## config.mk

```make
export PLATFORM = sky130hd
export DESIGN_NAME = if_id_buffer
export DESIGN_NICKNAME = d
export VERILOG_FILES = /design/src/rtl/riscv_pkg.sv /design/src/rtl/if_id_buffer.sv
export SDC_FILE = /design/constraint.sdc
export NUM_CORES = 1
export LEC_CHECK = 0
export ABC_AREA = 1
export CAP_MARGIN = 20
export CELL_PAD_IN_SITES_DETAIL_PLACEMENT = 0
export CELL_PAD_IN_SITES_GLOBAL_PLACEMENT = 1
export CORE_ASPECT_RATIO = 1.2
export CORE_UTILIZATION = 33
export DETAILED_ROUTE_END_ITERATION = 10
export PLACE_DENSITY = 0.87
export SETUP_SLACK_MARGIN = 0.5
export SLEW_MARGIN = 20
export SYNTH_ARGS = -nofsm -noshare
export SYNTH_HDL_FRONTEND = slang
export SYNTH_SLANG_ARGS = --single-unit
```

## constraint.sdc

```tcl
create_clock -name clock -period 7.1 [get_ports clock]
set_input_delay 2.13 -clock clock [delete_from_list [all_inputs] [get_ports clock]]
set_output_delay 2.13 -clock clock [all_outputs]
set_load 0.02 [all_outputs]
```

## src/rtl/riscv_pkg.sv

```systemverilog
// Shared fetch-path definitions: datapath width, the canonical NOP, and the
// fetch-entry record carried from IF to ID.
package riscv_pkg;

    localparam int unsigned XLEN = 32;

    // addi x0, x0, 0
    localparam logic [31:0] NOP_INSTR = 32'h0000_0013;

    typedef struct packed {
        logic [XLEN-1:0] pc;
        logic [XLEN-1:0] instruction;
    } fetch_entry_t;

endpackage

```

## src/rtl/if_id_buffer.sv

```systemverilog
// IF/ID pipeline buffer: a small circular FIFO of {pc, instruction} pairs
// between fetch and decode, with flush on taken branches and a NOP when empty.
module if_id_buffer
    import riscv_pkg::*;
#(
    parameter int unsigned DEPTH = 2,
    parameter int unsigned XLEN  = riscv_pkg::XLEN
) (
    input  logic                     clock,
    input  logic                     reset,
    input  logic [XLEN-1:0]          pcIn,
    input  logic [XLEN-1:0]          instructionIn,
    input  logic                     inValid,
    output logic                     inReady,
    input  logic                     flush,
    output logic [XLEN-1:0]          pcOut,
    output logic [XLEN-1:0]          instructionOut,
    output logic [XLEN-1:0]          pcPlus4Out,
    output logic                     outValid,
    input  logic                     outReady,
    output logic [$clog2(DEPTH):0]   count
);

    localparam int unsigned PTR_W = $clog2(DEPTH);
    localparam int unsigned CNT_W = PTR_W + 1;

    // Entry record sized by this instance's XLEN so width overrides stay consistent.
    typedef struct packed {
        logic [XLEN-1:0] pc;
        logic [XLEN-1:0] instruction;
    } entry_t;

    entry_t             entries_q [DEPTH];
    logic [PTR_W-1:0]   wr_ptr_q, wr_ptr_d;
    logic [PTR_W-1:0]   rd_ptr_q, rd_ptr_d;
    logic [CNT_W-1:0]   count_q,  count_d;
    logic               push, pop;
    entry_t             head;

    assign inReady  = (count_q < CNT_W'(DEPTH));
    assign outValid = (count_q != '0);
    assign count    = count_q;

    assign push = inValid  && inReady  && !flush;
    assign pop  = outValid && outReady && !flush;

    always_comb begin
        wr_ptr_d = wr_ptr_q;
        rd_ptr_d = rd_ptr_q;
        count_d  = count_q;
        if (flush) begin
            wr_ptr_d = '0;
            rd_ptr_d = '0;
            count_d  = '0;
        end else begin
            if (push) wr_ptr_d = wr_ptr_q + PTR_W'(1);
            if (pop)  rd_ptr_d = rd_ptr_q + PTR_W'(1);
            case ({push, pop})
                2'b10:   count_d = count_q + CNT_W'(1);
                2'b01:   count_d = count_q - CNT_W'(1);
                default: count_d = count_q;
            endcase
        end
    end

    always_ff @(posedge clock) begin
        if (reset) begin
            wr_ptr_q <= '0;
            rd_ptr_q <= '0;
            count_q  <= '0;
        end else begin
            wr_ptr_q <= wr_ptr_d;
            rd_ptr_q <= rd_ptr_d;
            count_q  <= count_d;
        end
    end

    // Storage is never observed while count is zero, so it carries no reset.
    always_ff @(posedge clock) begin
        if (push && !reset) begin
            entries_q[wr_ptr_q] <= '{pc: pcIn, instruction: instructionIn};
        end
    end

    assign head = entries_q[rd_ptr_q];

    always_comb begin
        pcOut          = '0;
        instructionOut = XLEN'(NOP_INSTR);
        if (outValid) begin
            pcOut          = head.pc;
            instructionOut = head.instruction;
        end
    end

    assign pcPlus4Out = pcOut + XLEN'(4);

endmodule
```

==> results.json <==
{
  "fp.dieH_um": 151,
  "fmax_mhz": 180,
  "post-dp-hpwl_mm": 10.9,
  "numCtsBuffers": 17,
  "fin_crit_sh_pct": 78.4,
  "layout.nets": 857,
  "overflow": 0,
  "start_util_pct": 33.6,
  "r2r_end": "count[0]",
  "crit_family": "buffers and inverters",
  "postCtsSetupRepairBufs": 0,
  "min_from": "rd_ptr_q",
  "leakagePower_nw": 3.24,
  "min_path_type": "reg -> reg",
  "ir_drop_uv": 138,
  "worstSetupEndpointType": "primary output",
  "syn_nets": 689,
  "path_class": "reg -> out",
  "worst_hold_slack_ns": 0.486,
  "route.final.wire_length_mm": 15.5,
  "worst_pin_slew_ns": 0.938,
  "power_mw": 1.85,
  "slew_headroom_pct": 37.4,
  "area_growth_pct": 40.2,
  "fp.dieW_um": 126,
  "core_area_um2": 18100,
  "synth_warnings": 0,
  "period_minus_slack_ns": 5.57,
  "finalSetupViolations": 0,
  "avgRoutedWirePerCell_um": 15.1,
  "worst-path-buf-inv": 5,
  "power_density_nw_per_um2": 218,
  "clk_path_buf_depth": 2,
  "hold_end": "rd_ptr_q",
  "crit_top_cell": "inv_1",
  "place_congestion": 0.901,
  "synth_cells": 618,
  "start_kind": "flip-flop",
  "status": "complete, no violations",
  "cp.depth": 11,
  "slowest_delay_ns": 0.67,
  "hold_violations": 0,
  "num-fill-cells": 1690,
  "vias": 4729,
  "skew_ns": 0.00733,
  "hold_path_depth": 2,
  "synth_seq_cells": 133,
  "cp.required_ns": 4.97,
  "use_met3_pct": 4.98,
  "grt_setup_unrepaired": "false",
  "drcViolationCount": 0,
  "firstDrtPassIters": 4,
  "crit_fanout": 60,
  "grt_pass1_vias": 4768,
  "busiest_layer": "met2",
  "slowest_stage": "inv_2",
  "final-max-slew-violation-count": 0,
  "h-tree-depth": 4,
  "grt_util_met1_pct": 18.5,
  "routed_via_density": 4.62,
  "grt_max_degree": 65,
  "rr_startpoint": "count[1]",
  "yosys.cell_types.count": 23,
  "path_cells": "nor2_4 -> inv_2 -> nand2_1 -> inv_1 -> ha_1 -> inv_1 -> nor2_2 -> inv_1 -> nor2_2 -> xor2_1 -> clkdlybuf4s50_1",
  "cts_tree": "done",
  "n_antenna_cell": 0,
  "cts_hold_buf": 0,
  "cts_sinks": 133,
  "use_met2_pct": 29.9,
  "avgSynthCellArea_um2": 9.84,
  "track_usage_pct": 16.8,
  "first_iter_violations": 223,
  "worstRegToRegCells": 7,
  "antenna_found_initial": 0,
  "cts-resized-gates": 0,
  "die-area_um2": 19000,
  "r2r_setup_slack_ns": 4.77,
  "postRouteAntennaNets": 0,
  "drive_gt1_share_pct": 7.63,
  "yosysSeqAreaShare_pct": 64.9,
  "syn-cell-area_um2": 6080,
  "io_buffers": 168,
  "ios": 169,
  "root_buffer": "clkbuf_16",
  "cts.reportedPaths.clkPinSlew_ns": 0.06,
  "grt_pass1_wl_mm": 24.2,
  "clock_latency_ns": 0.40,
  "maxCapViolations": 0,
  "row_count": 54,
  "arrival_ns": 3.44
}
report_power, final:
part / switching, mW / internal, mW
clock: 0.344 / 0.491
sequential: 0.00341 / 0.876
combinational: 0.0731 / 0.0679
total: 0.420 / 1.43
metrics by stage:
step / setup TNS [ns] / utilization [%] / area (um^2) / setup WS [ns] / std cells
finish: 0 / 47.1 / 8520 / 1.53 / 1023
global route: 0 / 47.1 / 8520 / 1.21 / 1023
CTS: 0 / 47.1 / 8520 / 1.47 / 1023
detailed placement: 0 / 43.9 / 7950 / 1.91 / 991
global placement: 0 / 43.9 / 7950 / 1.97 / 991
floorplan: -17.17 / - / 6080 / -0.134 / 618
worst min-delay path: stages (launching register included):
cell,delay [ns]
dfxtp_1,0.30
inv_1,0.07
a21oi_1,0.06
how the worst max path moves through the flow:
stage	from	to	slack, ns
floorplan	flush	entries_q[0][0]	-0.13
global placement	flip-flop	pcPlus4Out[14]	1.97
detailed placement	flip-flop	pcPlus4Out[14]	1.91
CTS	flip-flop	pcPlus4Out[14]	1.47
global route	count[1]	pcPlus4Out[30]	1.21
finish	count[1]	pcPlus4Out[14]	1.53
cell usage in the layout (no fill, tap or decap), types with 5 or more instances in the layout:
master	Yosys	routed
nand2_1	247	247
clkdlybuf4s50_1	0	168
edfxtp_1	128	128
nor2_1	48	48
inv_1	43	43
nand3_1	43	43
a21oi_1	35	35
clkbuf_16	0	17
xor2_1	14	14
nor2_2	8	7
inv_6	0	6
nand2_2	5	5
buf_4	5	5
cell families after synthesis:
kind of cell	synth area share (%)
AOI/OAI and AO/OA	3.05
xor gates and xnor gates	2.02
adders and majority gates	0.412
buffers and inverters	5.21
DFF	64.9
and+or+nand+nor	24.4
synth_stat cells:
library cell    n  area share [%]
nand2_1       247              15
edfxtp_1      128              63
nor2_1         48             3.0
inv_1          43             2.7
nand3_1        43             3.5
a21oi_1        35             2.9
xor2_1         14             2.0
nor2_2          8            0.82
buf_2           7            0.58
buf_1           5            0.31
buf_4           5            0.62
dfxtp_1         5             1.6
nand2_2         5            0.51
nor3_1          5            0.41
clkbuf_1        4            0.25
inv_2           3            0.19
nor2_4          3            0.56
buf_6           2            0.37
ha_1            2            0.41
o21ai_0         2            0.16
or2_2           2            0.21
buf_8           1            0.25
nand3_2         1            0.16
layout make-up:
cell class | count | area (um^2) | area share, %
inverters | 46 | 173 | 2.03
well taps | 224 | 280 | 3.29
flip-flops and latches | 133 | 3950 | 46.3
repair buffers | 173 | 1720 | 20.2
clock inverters | 15 | 145 | 1.70
clock buffers | 17 | 425 | 4.99
multi-input cells | 415 | 1830 | 21.5
flip-flops by register name, summed over array words and instances (netlist names), named ones only:
register	cells
count	2
wr_ptr_q	1
entries_q	128
rd_ptr_q	1
layer usage:
| metal | vias to the layer above | wire [um] |
|---|---|---|
| met5 | - | 0 |
| met4 | 0 | 410 |
| met3 | 25 | 1060 |
| met2 | 178 | 8000 |
| met1 | 2163 | 5970 |
| li1 | 2363 | - |
Power figures use the tool's default switching activity.
